`config.mk`:
```
export PLATFORM = sky130hd
export DESIGN_NAME = hex_segment_decoder
export DESIGN_NICKNAME = d
export VERILOG_FILES = /design/src/rtl/hex_seg_pkg.sv /design/src/rtl/seg_stability_filter.sv /design/src/rtl/hex_segment_decoder.sv
export SDC_FILE = /design/constraint.sdc
export NUM_CORES = 1
export LEC_CHECK = 0
export ABC_AREA = 1
export CAP_MARGIN = 20
export CORE_MARGIN = 5
export CORE_UTILIZATION = 59
export DETAILED_ROUTE_END_ITERATION = 10
export PLACE_DENSITY_LB_ADDON = 0.25
export SLEW_MARGIN = 20
export SYNTH_ARGS = -nofsm -noshare
export SYNTH_HDL_FRONTEND = slang
export SYNTH_SLANG_ARGS = --single-unit
```
`constraint.sdc`:
```
create_clock -name clk -period 4.5 [get_ports clk]
set_clock_uncertainty 0.15 [all_clocks]
set_input_delay 0.9 -clock clk [delete_from_list [all_inputs] [get_ports clk]]
set_output_delay 0.9 -clock clk [all_outputs]
set_load 0.005 [all_outputs]
```
`src/rtl/hex_seg_pkg.sv`:
```
// Shared types, decode table and helpers for the seven-segment bus decoder.
package hex_seg_pkg;
  typedef logic [6:0] seg_t;

  localparam int DP_BIT = 7;

  // Active-low gfedcba patterns for nibbles 0..F.
  localparam seg_t SEG_TABLE [16] = '{
    7'h40, 7'h79, 7'h24, 7'h30, 7'h19, 7'h12, 7'h02, 7'h78,
    7'h00, 7'h10, 7'h08, 7'h03, 7'h46, 7'h21, 7'h06, 7'h0E
  };

  typedef enum logic [1:0] {IDLE, SETTLE, LOCKED} decoder_state_t;

  // Returns {legal, nibble}; nibble is 0 for illegal codes.
  function automatic logic [4:0] seg_to_nibble(input seg_t seg);
    logic [4:0] r;
    r = '0;
    for (int i = 0; i < 16; i++)
      if (seg == SEG_TABLE[i]) r = {1'b1, i[3:0]};
    return r;
  endfunction
endpackage

```
`src/rtl/seg_stability_filter.sv`:
```
// Sample register, optional synchronizer (HEX_SEG_DECODER_SYNC_EN) and run-length counter.
module seg_stability_filter
  import hex_seg_pkg::*;
#(
  parameter int NUM_SEGMENTS  = 8,
  parameter int STABLE_CYCLES = 4
) (
  input  logic                    clk,
  input  logic                    n_rst,
  input  logic                    en,
  input  logic [NUM_SEGMENTS-1:0] ss_in,
  output logic [NUM_SEGMENTS-1:0] sample,
  output logic                    stable
);
  localparam logic [7:0] SC = 8'(STABLE_CYCLES);

  logic [NUM_SEGMENTS-1:0] s_in;
  logic [NUM_SEGMENTS-1:0] s_q;
  logic [7:0]              cnt, cnt_nxt;

`ifdef HEX_SEG_DECODER_SYNC_EN
  logic [NUM_SEGMENTS-1:0] meta;
  always_ff @(posedge clk or negedge n_rst)
    if (!n_rst) meta <= '1;
    else        meta <= ss_in;
  assign s_in = meta;
`else
  assign s_in = ss_in;
`endif

  // Look ahead one edge so the lock lands on the edge that completes the run.
  always_comb begin
    cnt_nxt = cnt;
    if (s_in != s_q)   cnt_nxt = 8'd1;
    else if (cnt < SC) cnt_nxt = cnt + 8'd1;
  end

  assign stable = en && (cnt_nxt == SC);
  assign sample = s_q;

  always_ff @(posedge clk or negedge n_rst)
    if (!n_rst) begin
      s_q <= '1;
      cnt <= '0;
    end else begin
      s_q <= s_in;
      cnt <= en ? cnt_nxt : 8'd0;
    end
endmodule

```
`src/rtl/hex_segment_decoder.sv`:
```
// Recovers hex nibble and DP from an active-low segment bus with glitch filtering.
// Build with HEX_SEG_DECODER_SYNC_EN for asynchronous external buses.
module hex_segment_decoder
  import hex_seg_pkg::*;
#(
  parameter int NUM_SEGMENTS  = 8,
  parameter int STABLE_CYCLES = 4
) (
  input  logic                    clk,
  input  logic                    n_rst,
  input  logic [NUM_SEGMENTS-1:0] ss_in,
  input  logic                    sample_en,
  input  logic                    err_clr,
  output logic [3:0]              hex_char,
  output logic                    dp,
  output logic                    valid,
  output logic                    char_strobe,
  output logic                    invalid_pattern,
  output logic [7:0]              err_count
);
  decoder_state_t          state, state_nxt;
  logic [NUM_SEGMENTS-1:0] sample;
  logic                    stable, lock, legal, have_lock;
  logic [4:0]              dec;

  seg_stability_filter #(
    .NUM_SEGMENTS (NUM_SEGMENTS),
    .STABLE_CYCLES(STABLE_CYCLES)
  ) u_filter (
    .clk   (clk),
    .n_rst (n_rst),
    .en    (sample_en),
    .ss_in (ss_in),
    .sample(sample),
    .stable(stable)
  );

  always_comb begin
    state_nxt = state;
    if (!sample_en) state_nxt = IDLE;
    else
      case (state)
        IDLE:    state_nxt = SETTLE;
        SETTLE:  if (stable)  state_nxt = LOCKED;
        LOCKED:  if (!stable) state_nxt = SETTLE;
        default: state_nxt = IDLE;
      endcase
  end

  // Lock implies the sample register already holds the stable pattern.
  assign dec   = seg_to_nibble(sample[6:0]);
  assign legal = dec[4];
  assign lock  = (state != LOCKED) && (state_nxt == LOCKED);

  always_ff @(posedge clk or negedge n_rst)
    if (!n_rst) state <= IDLE;
    else        state <= state_nxt;

  always_ff @(posedge clk or negedge n_rst)
    if (!n_rst) begin
      hex_char        <= '0;
      dp              <= 1'b0;
      valid           <= 1'b0;
      char_strobe     <= 1'b0;
      invalid_pattern <= 1'b0;
      have_lock       <= 1'b0;
    end else begin
      char_strobe     <= 1'b0;
      invalid_pattern <= 1'b0;
      if (lock && legal) begin
        hex_char    <= dec[3:0];
        dp          <= sample[DP_BIT];
        valid       <= 1'b1;
        have_lock   <= 1'b1;
        char_strobe <= !have_lock || ({dec[3:0], sample[DP_BIT]} != {hex_char, dp});
      end else if (lock) begin
        valid           <= 1'b0;
        invalid_pattern <= 1'b1;
      end else if (state_nxt != LOCKED) begin
        valid <= 1'b0;
      end
      if (state_nxt == IDLE) have_lock <= 1'b0;
    end

  always_ff @(posedge clk or negedge n_rst)
    if (!n_rst)                                 err_count <= '0;
    else if (err_clr)                           err_count <= '0;
    else if (lock && !legal && err_count != 8'hFF) err_count <= err_count + 8'd1;
endmodule

```
Word level (Yosys, flattened, before mapping)
Index checks and enable logic that the tools add are counted.
{"block": "word_totals", "reg_bits": 35, "input_bits": 12, "out_inout_bits": 16}
{"block": "classes", "add_sub_neg": 2, "n_lt_le_gt_ge": 1, "n_eq_ne": 24, "mux": 33, "n_reduce_logical": 14}
{"operator": "two-way mux 5 bit", "count": 16}
{"operator": "two-way mux 8 bit", "count": 5}
{"operator": "== test 7 bit (second input constant)", "count": 4}
{"operator": "== test 7 x 5 -> 1 bit (second input constant)", "count": 3}
{"operator": "== test 7 x 6 -> 1 bit (second input constant)", "count": 3}
{"operator": "adder 8 x 1 -> 8 bit (second input constant)", "count": 2}
{"operator": "== test 7 x 2 -> 1 bit (second input constant)", "count": 2}
{"operator": "== test 7 x 4 -> 1 bit (second input constant)", "count": 2}
{"operator": "== test 8 x 3 -> 1 bit (second input constant)", "count": 1}
{"operator": "less-than comparator 8 x 3 -> 1 bit (second input constant)", "count": 1}
{"operator": "two-way mux 1 bit", "count": 8}
{"operator": "inequality test 8 bit", "count": 1}
{"operator": "inequality test 8 bit (second input constant)", "count": 1}
{"operator": "== test 7 x 3 -> 1 bit (second input constant)", "count": 1}
{"operator": "logical NOT 7 bit", "count": 1}
{"operator": "two-way mux 2 bit", "count": 3}
{"operator": "case mux 2 bit (3 select lines)", "count": 1}
{"operator": "logical AND 1 bit", "count": 5}
{"operator": "inequality test 5 bit", "count": 1}
{"operator": "== test 2 bit (second input constant)", "count": 2}
{"operator": "logical NOT 2 bit", "count": 2}
{"operator": "inequality test 2 bit (second input constant)", "count": 2}
{"operator": "nonzero test 2 bit", "count": 2}
{"operator": "nonzero test 3 bit", "count": 1}
{"operator": "3 further kinds", "count": 4}

Logic depth before layout (Yosys ltp)
Gate-level depths: netlist of run 1.
{"block": "logic_depth", "word_depth": 22, "depth_mapped": 15, "ltp_nobuf": 15}

Cells and area by module
From an unflattened synthesis of run 1, not the netlist that was laid out.
{"block": "hier_totals", "cells_unflattened": 293, "hier_area_um2": 2102.0}
{"mod": "hex_segment_decoder", "instances": 1, "cells_each": 193, "area_each_um2": 1308.8, "seq_area_each_um2": 475.5}
{"mod": "seg_stability_filter", "instances": 1, "cells_each": 100, "area_each_um2": 793.3, "seq_area_each_um2": 410.4}

Worst setup path after synthesis of run 1
Ideal clock, no wire load.
{"block": "synth_timing", "kind": "input port to flip-flop", "startpoint": "in ss_in[2]", "endpoint": "reg err_count[2]", "setup_ns": 0.120, "arrival_time_ns": 1.944, "t_required_ns": 4.230, "slack_ns": 2.287, "cell_stages": 13, "path_buffers": 0, "path_cell_list": "inv_1 -> nand2_1 -> nand2_1 -> nor2_1 -> nand2_1 -> nor2_4 -> nand3_2 -> nor2_4 -> nand3_2 -> nor2_4 -> nand4_1 -> nand2_1 -> nor2_1"}
{"block": "synth_via", "elab_chain_len": 12}
{"element": "start: declaration", "line_no": "hex_segment_decoder.sv:11", "rtl": "input logic [NUM_SEGMENTS-1:0] ss_in,"}
{"element": "inequality test 8 bit (*)", "line_no": "seg_stability_filter.sv:34", "rtl": "if (s_in != s_q) cnt_nxt = 8'd1;"}
{"element": "two-way mux 8 bit (*)", "line_no": "seg_stability_filter.sv:34"}
{"element": "== test 8 x 3 -> 1 bit (*)", "line_no": "seg_stability_filter.sv:38", "rtl": "assign stable = en && (cnt_nxt == SC);"}
{"element": "logical AND 1 bit (*)", "line_no": "seg_stability_filter.sv:38"}
{"element": "two-way mux 2 bit, on equally long branches", "line_no": "hex_segment_decoder.sv:45, hex_segment_decoder.sv:44"}
{"element": "case mux 2 bit (3 select lines) (*)", "line_no": "hex_segment_decoder.sv:42", "rtl": "case (state)"}
{"element": "two-way mux 2 bit (*)", "line_no": "hex_segment_decoder.sv:40", "rtl": "if (!sample_en) state_nxt = IDLE;"}
{"element": "== test 2 bit (*)", "line_no": "hex_segment_decoder.sv:53", "rtl": "assign lock = (state != LOCKED) && (state_nxt == LOCKED);"}
{"element": "logical AND 1 bit (*)", "line_no": "hex_segment_decoder.sv:53"}
{"element": "logical AND 1 bit (*) (2 in a row)", "line_no": "hex_segment_decoder.sv:88", "rtl": "else if (lock && !legal && err_count != 8'hFF) err_count <= err_count + 8'd1;"}
{"element": "nonzero test 2 bit (no line) (*)"}
{"element": "end signal: assignment", "line_no": "hex_segment_decoder.sv:88"}
{"element": "end: declaration", "line_no": "hex_segment_decoder.sv:19", "rtl": "output logic [7:0] err_count"}
Mark *: on every way between the ends. The rest lies on a longest branch, timed or not.
A chain may end at the register's enable or synchronous reset.

Final worst setup path of run 1
{"block": "layout_timing", "startpoint": "in ss_in[2]", "endpoint": "reg hex_char[3]"}
{"block": "layout_via", "elab_chain_len": 10}
{"element": "inequality test 8 bit (*)", "line_no": "seg_stability_filter.sv:34"}
{"element": "two-way mux 8 bit (*)", "line_no": "seg_stability_filter.sv:34"}
{"element": "== test 8 x 3 -> 1 bit (*)", "line_no": "seg_stability_filter.sv:38"}
{"element": "logical AND 1 bit (*)", "line_no": "seg_stability_filter.sv:38"}
{"element": "two-way mux 2 bit, on equally long branches", "line_no": "hex_segment_decoder.sv:45, hex_segment_decoder.sv:44"}
{"element": "case mux 2 bit (3 select lines) (*)", "line_no": "hex_segment_decoder.sv:42"}
{"element": "two-way mux 2 bit (*)", "line_no": "hex_segment_decoder.sv:40"}
{"element": "== test 2 bit (*)", "line_no": "hex_segment_decoder.sv:53"}
{"element": "logical AND 1 bit (*)", "line_no": "hex_segment_decoder.sv:53"}
{"element": "logical AND 1 bit (*)", "line_no": "hex_segment_decoder.sv:70", "rtl": "if (lock && legal) begin"}
{"element": "end signal: assignment", "line_no": "hex_segment_decoder.sv:71", "rtl": "hex_char <= dec[3:0];"}
{"element": "end: declaration", "line_no": "hex_segment_decoder.sv:14", "rtl": "output logic [3:0] hex_char,"}
Marked as above.

==> impl_metrics.tcl, run 1 <==
set metrics [dict create \
    outcome "finished, final reports clean" \
    mostFrequentLayoutCells "nand2_1, inv_1, nor2_1" \
    worstMarginPinSlew_ns 0.426 \
    synth_mux_area_share_pct 0 \
    synth-simple-area-share_pct 39.1 \
    routed_wl_um 4200 \
    synth_top_family_by_area "simple AND/OR/NAND/NOR gates" \
    hold_class "flip-flop to flip-flop" \
    power_leakage_nw 1.22 \
    ys_ff_latch 35 \
    slew_viol_final 0 \
    grt_setup_unrepaired "false" \
    cts_tree "yes" \
    cp_max_fo 10 \
    drtAntennaViolNets 0 \
    drc_errors 0 \
    drt_iter0_drc 176 \
    synth-edff-count 0 \
    ys.flop_type "dfrtp_1" \
    synth-xor-area-share_pct 3.40 \
    clock-sinks 35 \
    fin_setup_tns_ns 0 \
    drv_cap 0 \
    vias_per_cell 5.07 \
    min_period_ns 2.64 \
    dp_hpwl_um 3190 \
    port_buffers 27 \
    synth_area_sq_um 2060 \
    met2_usage_pct 30.1 \
    insertion_delay_ns 0.34 \
    ir_drop_mv 0.213 \
    syn_nets 301 \
    dieArea_sq_um 4770 \
    ys_warn_count 0 \
    fillers 291 \
    yosys.area_share.adder_pct 1.22 \
    endpoint_kind "flip-flop" \
    synth-compound-area-share_pct 4.19 \
    grt_usage_pct 19.3 \
    die_x_um 69.1 \
    cts_hold_buf 0 \
    grt_max_degree 36 \
    slew-limit-headroom_pct 71.6 \
    start_kind "primary input" \
    cts_setup_buffers 0 \
    antenna_cells 0 \
    cts_resized 0 \
    ys_async_sr_fraction_pct 100 \
    grt_remaining_overflow 0 \
    final-hold-violation-count 0 \
    core-area_sq_um 3360 \
    critPathRequiredTime_ns 4.59 \
    cp.arrival_ns 2.73 \
    rows 21 \
    power_density_nw_per_um2 239 \
    seqCellArea_sq_um 886 \
    clock_path_buffers 2 \
    multiInputGateArea_sq_um 986 \
    yosysSeqAreaShare_pct 43.0 \
    fmax_mhz 379 \
    worstSetupPathType "primary input to flip-flop" \
    drive_gt1_share_pct 11.1 \
    busiest_layer "met2" \
    use_met1_pct 25.5 \
    die_y_um 69.1 \
    cts_made_buffers 5 \
    syn_area_per_cell_sq_um 7.18 \
    antenna_found_initial 0 \
    path_clk_slew_ns 0.11 \
    finalCritPeriodShare_pct 58.7 \
    grt_pass1_wl_um 7560 \
    gp_congestion 0.962 \
    fin_util_pct 73.4 \
    start_util_pct 61.2 \
    clock-root-buffer "clkbuf_4" \
    h-tree-depth 2 \
    area_growth_pct 19.8 \
    finalSetupViolations 0 \
    wire_per_inst_um 11.4 \
    io_pins 28 \
    fin_nets 336 \
    drt-pass1-iter-count 5 \
    num_vias 1869 \
    grt_pass1_vias 1700 \
    synth_cell_type_count 30 \
    syn_inst 287 \
    final_common_cell "nand2_1" \
    use_met3_pct 5.09 \
]
Yosys cell counts (2+ instances only):
master | count | area (sq um)
nor2_4 | 3 | 33.8
ha_1 | 2 | 25.0
nand3_2 | 4 | 40.0
nand4_1 | 2 | 12.5
xnor2_1 | 2 | 17.5
a21oi_1 | 6 | 30.0
nand2_1 | 84 | 315
nor3_1 | 9 | 45.0
inv_2 | 6 | 22.5
inv_1 | 43 | 161
xor2_1 | 6 | 52.6
dfstp_2 | 8 | 210
nand3_1 | 24 | 120
nor2_1 | 41 | 154
o21ai_0 | 6 | 30.0
dfrtp_1 | 27 | 676
per-layer routing:
layer / share of wire (%) / vias up
met3: 4.9 / 11
met2: 47 / 53
met4: 2.0 / 0
met1: 46 / 840
met5: 0 / -
li1: - / 965
sequential cells by signal (all words and copies together) (netlist names):
name,flops
char_strobe,1
dp,1
err_count,8
have_lock,1
hex_char,4
invalid_pattern,1
state,2
u_filter.cnt,8
u_filter.sample,8
valid,1
worst max-delay path, stage by stage:
cell,delay (ns)
clkdlybuf4s50_1,0.51
inv_1,0.05
nand2_1,0.05
nand2_1,0.05
nor2_1,0.13
nand2_1,0.10
nor2_4,0.17
nand3_2,0.10
nor2_4,0.14
nand4_2,0.26
inv_1,0.18
o22ai_1,0.08
cells by family (layout without fill, tap and decap cells):
logic type	after synthesis	in the layout
AO/OA/AOI/OAI	16	16
adder cells (fa/ha/maj)	2	2
XOR/XNOR	8	8
AND/OR/NAND/NOR	176	176
buffers and inverters	50	86
flip-flops	35	35
power breakdown:
group / internal [mW] / leakage, nW / switching [mW] / total (mW)
logic: 0.0229 / 0.732 / 0.0365 / 0.0594
clock network: 0.0913 / 0.0375 / 0.109 / 0.200
registers: 0.323 / 0.450 / 0.00795 / 0.331
total: 0.437 / 1.22 / 0.153 / 0.590
layout make-up:
cell class / instances / share of cell area, %
Clock buffer: 7 / 2.64
Timing Repair Buffer: 28 / 11.3
Clock inverter: 1 / 0.304
Inverter: 50 / 7.61
Tap cell: 46 / 2.33
Sequential cell: 35 / 35.9
Multi-Input combinational cell: 202 / 40.0
metrics by stage:
| stage | cell area (sq um) | hold WS (ns) | instances | setup slack (ns) | total power, mW |
|---|---|---|---|---|---|
| 2_1_floorplan | 2060 | 0.341 | 287 | 2.29 | 0.367 |
| 3_3_place_gp | 2390 | 0.364 | 361 | 1.52 | 0.394 |
| 3_5_place_dp | 2390 | 0.364 | 361 | 1.51 | 0.396 |
| 4_1_cts | 2470 | 0.387 | 369 | 1.87 | 0.595 |
| 5_1_grt | 2470 | 0.409 | 369 | 1.64 | 0.622 |
| 6_report | 2470 | 0.387 | 369 | 1.86 | 0.590 |
final timing paths:
kind                       cells after the start  slack (ns)                      endpoint                          from
max in group asynchronous                      2        3.06  u_filter.sample[0]$_DFF_PN1_                         n_rst
max reg2reg                                   11        2.29       hex_char[3]$_DFFE_PN0P_  u_filter.sample[6]$_DFF_PN1_
max                                           12        1.86       hex_char[3]$_DFFE_PN0P_                      ss_in[2]
min in group asynchronous                      2        0.80      err_count[1]$_DFFE_PN0P_                         n_rst
min                                            2        0.39             valid$_DFFE_PN0P_             valid$_DFFE_PN0P_
min reg2reg                                    2        0.39             valid$_DFFE_PN0P_             valid$_DFFE_PN0P_
Note: power is estimated with default switching activity, not from simulation.
==> run 2: changes to the inputs <==
--- a/config.mk
+++ b/config.mk
@@ -8,7 +8,7 @@
 export ABC_AREA = 1
 export CAP_MARGIN = 20
 export CORE_MARGIN = 5
-export CORE_UTILIZATION = 59
+export CORE_UTILIZATION = 49
 export DETAILED_ROUTE_END_ITERATION = 10
 export PLACE_DENSITY_LB_ADDON = 0.25
 export SLEW_MARGIN = 20
==> constraint.sdc (replaced) <==
create_clock -name clk -period 2.3 [get_ports clk]
set_clock_uncertainty 0.15 [all_clocks]
set_input_delay 0.46 -clock clk [delete_from_list [all_inputs] [get_ports clk]]
set_output_delay 0.46 -clock clk [all_outputs]
set_load 0.005 [all_outputs]
==> run 2 against run 1 <==
Via count fell by 0.54%. Wire length up 5.7%. Sequential power increased by 96%. Critical endpoint unchanged. Hold slack got worse by 0.22 ns.
==> impl_metrics.tcl, run 2 (same netlist as run 1, synthesis figures left out) <==
set metrics [dict create \
    outcome "finished, final reports clean" \
    grt_usage_pct 17.7 \
    fin_util_pct 66.2 \
    r2r_start "u_filter.sample[5]$_DFF_PN1_" \
    timing.rr.end "hex_char[3]$_DFFE_PN0P_" \
    p_sw_share_pct 23.7 \
    hold_slack_ns 0.167 \
    vias_per_cell 4.85 \
    finalCritPeriodShare_pct 95.6 \
    worstHoldStart "ss_in[1]" \
    switchingPower_uw 321 \
    dp_hpwl_um 3220 \
    dieArea_sq_um 5600 \
    min_to "u_filter.sample[1]$_DFF_PN1_" \
    hold_class "primary input to flip-flop" \
    h-tree-depth 2 \
    grt_max_degree 36 \
    num_vias 1859 \
    grt_pass1_wl_um 7530 \
    cts_tree "yes" \
    endpoint_kind "flip-flop" \
    fin_nets 346 \
    start_kind "primary input" \
    power_leakage_nw 1.35 \
    area_growth_pct 29.5 \
    drc_errors 0 \
    grt_pass1_vias 1701 \
    seq_power_share_pct 47.8 \
    drive_gt1_share_pct 19.2 \
    grt_setup_unrepaired "true" \
    antenna_cells 0 \
    slew-limit-headroom_pct 70.1 \
    io_pins 28 \
    fillers 360 \
    insertion_delay_ns 0.29 \
    die_y_um 74.8 \
    clkPwrFrac_pct 42.7 \
    cts_made_buffers 5 \
    min_period_ns 2.20 \
    final_common_cell "nand2_1" \
    final-hold-violation-count 0 \
    cp_max_fo 10 \
    cts_hold_buf 0 \
    start_util_pct 51.1 \
    die_x_um 74.8 \
    grt_remaining_overflow 0 \
    finalSetupViolations 0 \
    core-area_sq_um 4030 \
    ir_drop_mv 0.406 \
    rrSetupSlack_ns 0.15 \
    antenna_found_initial 0 \
    clock-root-buffer "clkbuf_8" \
    wire_per_inst_um 11.6 \
    clock-sinks 35 \
    gp_congestion 0.833 \
    worstMarginPinSlew_ns 0.449 \
    clock_path_buffers 2 \
    routed_wl_um 4430 \
    drtAntennaViolNets 0 \
    port_buffers 27 \
    drt_iter0_drc 82 \
    path_clk_slew_ns 0.07 \
    r2r_cells 11 \
    rows 23 \
    cp.arrival_ns 2.22 \
    worstSetupPathType "primary input to flip-flop" \
    hold_depth 1 \
    power_frac_comb_pct 9.5 \
    power_density_nw_per_um2 508 \
    drt-pass1-iter-count 4 \
    fmax_mhz 455 \
    drv_cap 0 \
    internal_power_mw 1.03 \
    slew_viol_final 0 \
    mostFrequentLayoutCells "nand2_1, inv_1, nor2_1" \
    critPathRequiredTime_ns 2.32 \
]
-- run 2: worst max path at each step --
stage,from,end,slack [ns],depth (start not counted)
floorplan,u_filter.sample[6]$_DFF_PN1_,err_count[2]$_DFFE_PN0P_,0.41,13
global placement,ss_in[2],hex_char[3]$_DFFE_PN0P_,-0.23,12
detailed placement,ss_in[2],hex_char[3]$_DFFE_PN0P_,-0.24,12
CTS,ss_in[2],hex_char[3]$_DFFE_PN0P_,0.06,12
global route,u_filter.sample[1]$_DFF_PN1_,err_count[7]$_DFFE_PN0P_,-0.04,14
finish,ss_in[7],hex_char[3]$_DFFE_PN0P_,0.10,12
-- run 2: power groups by stage --
stage	registers [mW]	logic (mW)	clock network, mW
final	0.648	0.129	0.579
after global routing	0.649	0.147	0.641
after CTS	0.647	0.119	0.599
after detailed placement	0.658	0.119	0
after global placement	0.658	0.117	0
after floorplan	0.656	0.0617	0
-- run 2: routing by layer --
metal	track usage, %	vias to the layer above	routed length, um
met5	0	-	0
met4	6.52	0	65
met3	4.81	6	201
met2	27.4	33	2110
met1	23.8	838	2060
li1	-	982	-
-- run 2: cell type report --
cell class	instances	area [sq um]	area share [%]
multi-input combinational	202	1040	39.2
sequential	35	886	33.2
timing repair buffer	38	368	13.8
inverter	50	188	7.04
clock buffer	6	82.6	3.10
tap	50	62.6	2.35
clock inverter	2	35.0	1.31
-- run 2: what timing repair did --
action                                  in CTS  in global routing
setup buffers                                0                  5
endpoints found under the setup margin       0                 16
gates resized for setup                      0                 26
-- run 2: critical path: stages --
cell and delay (ns):
clkdlybuf4s50_1 0.50, inv_1 0.05, nand2_1 0.05, nand2_1 0.06
nor2_2 0.09, nand2_1 0.09, nor2_4 0.17, nand3_2 0.11
nor2_4 0.13, nand4_2 0.25, inv_1 0.17, o22ai_1 0.08
-- run 2: metrics by stage --
stage	setup slack, ns	TNS (ns)	power (mW)	cells	instance area (sq um)
final	0.101	0	1.36	383	2670
after global placement	-0.226	-2.75	0.775	370	2440
after floorplan	0.406	0	0.718	287	2060
after detailed placement	-0.243	-3.47	0.777	370	2440
after CTS	0.0615	0	1.37	378	2550
after global routing	-0.0372	-0.173	1.44	383	2670
==> run 3: changes to the inputs <==
--- a/config.mk
+++ b/config.mk
@@ -9,8 +9,10 @@
 export CAP_MARGIN = 20
 export CORE_MARGIN = 5
 export CORE_UTILIZATION = 49
+export CTS_CLUSTER_DIAMETER = 30
 export DETAILED_ROUTE_END_ITERATION = 10
 export PLACE_DENSITY_LB_ADDON = 0.25
+export SETUP_SLACK_MARGIN = 0.4
 export SLEW_MARGIN = 20
 export SYNTH_ARGS = -nofsm -noshare
 export SYNTH_HDL_FRONTEND = slang
==> run 3 against run 2 <==
Setup slack improved by 0.047 ns. Via count grew 2.6%. Cell count increased by 1.8%. Combinational power increased by 10%. Clock-buffer cell count is the same. Design area rose by 2.9%. Non-clock buffer count rose by 7. Die area unchanged. Critical path type is now flip-flop to flip-flop. Largest power group unchanged.
==> impl_metrics.tcl, run 3 (same netlist as run 1, synthesis figures left out) <==
set metrics [dict create \
    drtAntennaViolNets 0 \
    p_sw_share_pct 24.2 \
    dieArea_sq_um 5600 \
    critPathTopFamily "simple AND/OR/NAND/NOR gates" \
    gp_congestion 0.833 \
    rows 23 \
    drt-pass1-iter-count 4 \
    final_common_cell "nand2_1" \
    mostFrequentLayoutCells "nand2_1, inv_1, nor2_1" \
    power_frac_comb_pct 10.3 \
    seq_power_share_pct 47.1 \
    critPathRequiredTime_ns 2.37 \
    core-area_sq_um 4030 \
    switchingPower_uw 331 \
    clkPwrFrac_pct 42.6 \
    vias_per_cell 4.89 \
    grt_setup_unrepaired "true" \
    final-hold-violation-count 0 \
    cts_tree "yes" \
    critPathSlowestCell "dfstp_2" \
    fin_util_pct 68.1 \
    cp.arrival_ns 2.23 \
    worstSetupPathType "flip-flop to flip-flop" \
    cpPeakStageDelay_ns 0.57 \
    finalSetupViolations 0 \
    slew-limit-headroom_pct 70.2 \
    power_leakage_nw 1.35 \
    stdcell_area_sq_um 2740 \
    pre_cts_ws_ns -0.243 \
    p_total_mw 1.37 \
    ir_drop_mv 0.406 \
    fmax_mhz 465 \
    insertion_delay_ns 0.29 \
    drc_errors 0 \
    slew_viol_final 0 \
    timing.rr.end "err_count[1]$_DFFE_PN0P_" \
    grt_pass1_wl_um 7910 \
    grt_remaining_overflow 0 \
    fin_setup_tns_ns 0 \
    port_buffers 27 \
    grt_max_degree 36 \
    antenna_cells 0 \
    start_util_pct 51.1 \
    grt_pass1_vias 1820 \
    worstMarginPinSlew_ns 0.446 \
    min_period_ns 2.15 \
    clock_path_buffers 2 \
    place_area_sq_um 2440 \
    crit_path_end "err_count[1]$_DFFE_PN0P_" \
    drv_cap 0 \
    crit_buf_inv 1 \
    critPathLaunch "u_filter.sample[3]$_DFF_PN1_" \
    power_density_nw_per_um2 499 \
    hold_class "primary input to flip-flop" \
    endpoint_kind "flip-flop" \
    fin_nets 353 \
    cp_max_fo 6 \
    num_vias 1907 \
    routed_wl_um 4610 \
    layout_setup_ws_ns 0.148 \
    finalCritPeriodShare_pct 93.6 \
    drive_gt1_share_pct 24.4 \
    io_pins 28 \
    outcome "finished, final reports clean" \
    path_clk_slew_ns 0.07 \
    die_y_um 74.8 \
    clock-root-buffer "clkbuf_8" \
    r2r_cells 14 \
    die_x_um 74.8 \
    stdcell_count 390 \
    area_growth_pct 33.2 \
    h-tree-depth 2 \
    start_kind "flip-flop" \
    drt_iter0_drc 104 \
    r2r_start "u_filter.sample[3]$_DFF_PN1_" \
    cts_made_buffers 5 \
    cts_hold_buf 0 \
    worst_path_most_repeated_cell "nand2_1" \
    rrSetupSlack_ns 0.15 \
    internal_power_mw 1.04 \
    hold_slack_ns 0.275 \
    wire_per_inst_um 11.8 \
    antenna_found_initial 0 \
    path_cells "inv_2, nand2_1, nand2_1, nor2_2, nand2_2, nor2_4, nand3_2, nor2_4, nand3_2, nor2_4, nand2_2, nand2_1, nand2_1, nor2_2" \
    grt_usage_pct 18.5 \
    dp_hpwl_um 3220 \
    dp_cells 370 \
    clock-sinks 35 \
    critical_path_depth 14 \
]
[run 3: worst min path at each step]
stage	endpoint	from	cells after the start
after floorplan	char_strobe$_DFF_PN0_	n_rst	0
after global placement	valid$_DFFE_PN0P_	valid$_DFFE_PN0P_	2
after detailed placement	valid$_DFFE_PN0P_	valid$_DFFE_PN0P_	2
after CTS	u_filter.sample[4]$_DFF_PN1_	ss_in[4]	1
after global routing	u_filter.sample[4]$_DFF_PN1_	ss_in[4]	1
final	u_filter.sample[3]$_DFF_PN1_	ss_in[3]	1
[run 3: worst register-to-register path, stage by stage (launching register included)]
cell     delay [ns]
dfstp_2        0.57
inv_2          0.06
nand2_1        0.05
nand2_1        0.05
nor2_2         0.14
nand2_2        0.08
nor2_4         0.19
nand3_2        0.11
nor2_4         0.12
nand3_2        0.12
nor2_4         0.16
nand2_2        0.08
nand2_1        0.06
nand2_1        0.06
nor2_2         0.09
[run 3: area by class of cell]
| type | count | area [sq um] |
|---|---|---|
| fill | 352 | 1290 |
| multi-input combinational | 202 | 1080 |
| sequential | 35 | 886 |
| timing repair buffer | 45 | 409 |
| inverter | 50 | 190 |
| clock buffer | 6 | 82.6 |
| tap | 50 | 62.6 |
| clock inverter | 2 | 35.0 |
[run 3: what timing repair did]
action	CTS	global route
resized for setup	26	22
pin swaps	14	11
endpoints found under the setup margin	20	25
buffers inserted	9	3
[run 3: power by group through the flow]
stage | Sequential (mW) | Combinational (mW) | Clock, mW
after detailed placement | 0.658 | 0.119 | 0
final | 0.644 | 0.142 | 0.584
after global routing | 0.646 | 0.160 | 0.637
after floorplan | 0.656 | 0.0617 | 0
after global placement | 0.658 | 0.117 | 0
after CTS | 0.645 | 0.130 | 0.599
[run 3: layer usage]
metal  share of wire [%]  track usage [%]  wire length (um)  up-vias
li1                    -                -                 -      997
met1                  46             23.9              2120      873
met2                  48             30.0              2220       29
met3                 4.3             4.81               199        8
met4                 1.7             6.52                77        0
met5                   0                0                 0        -
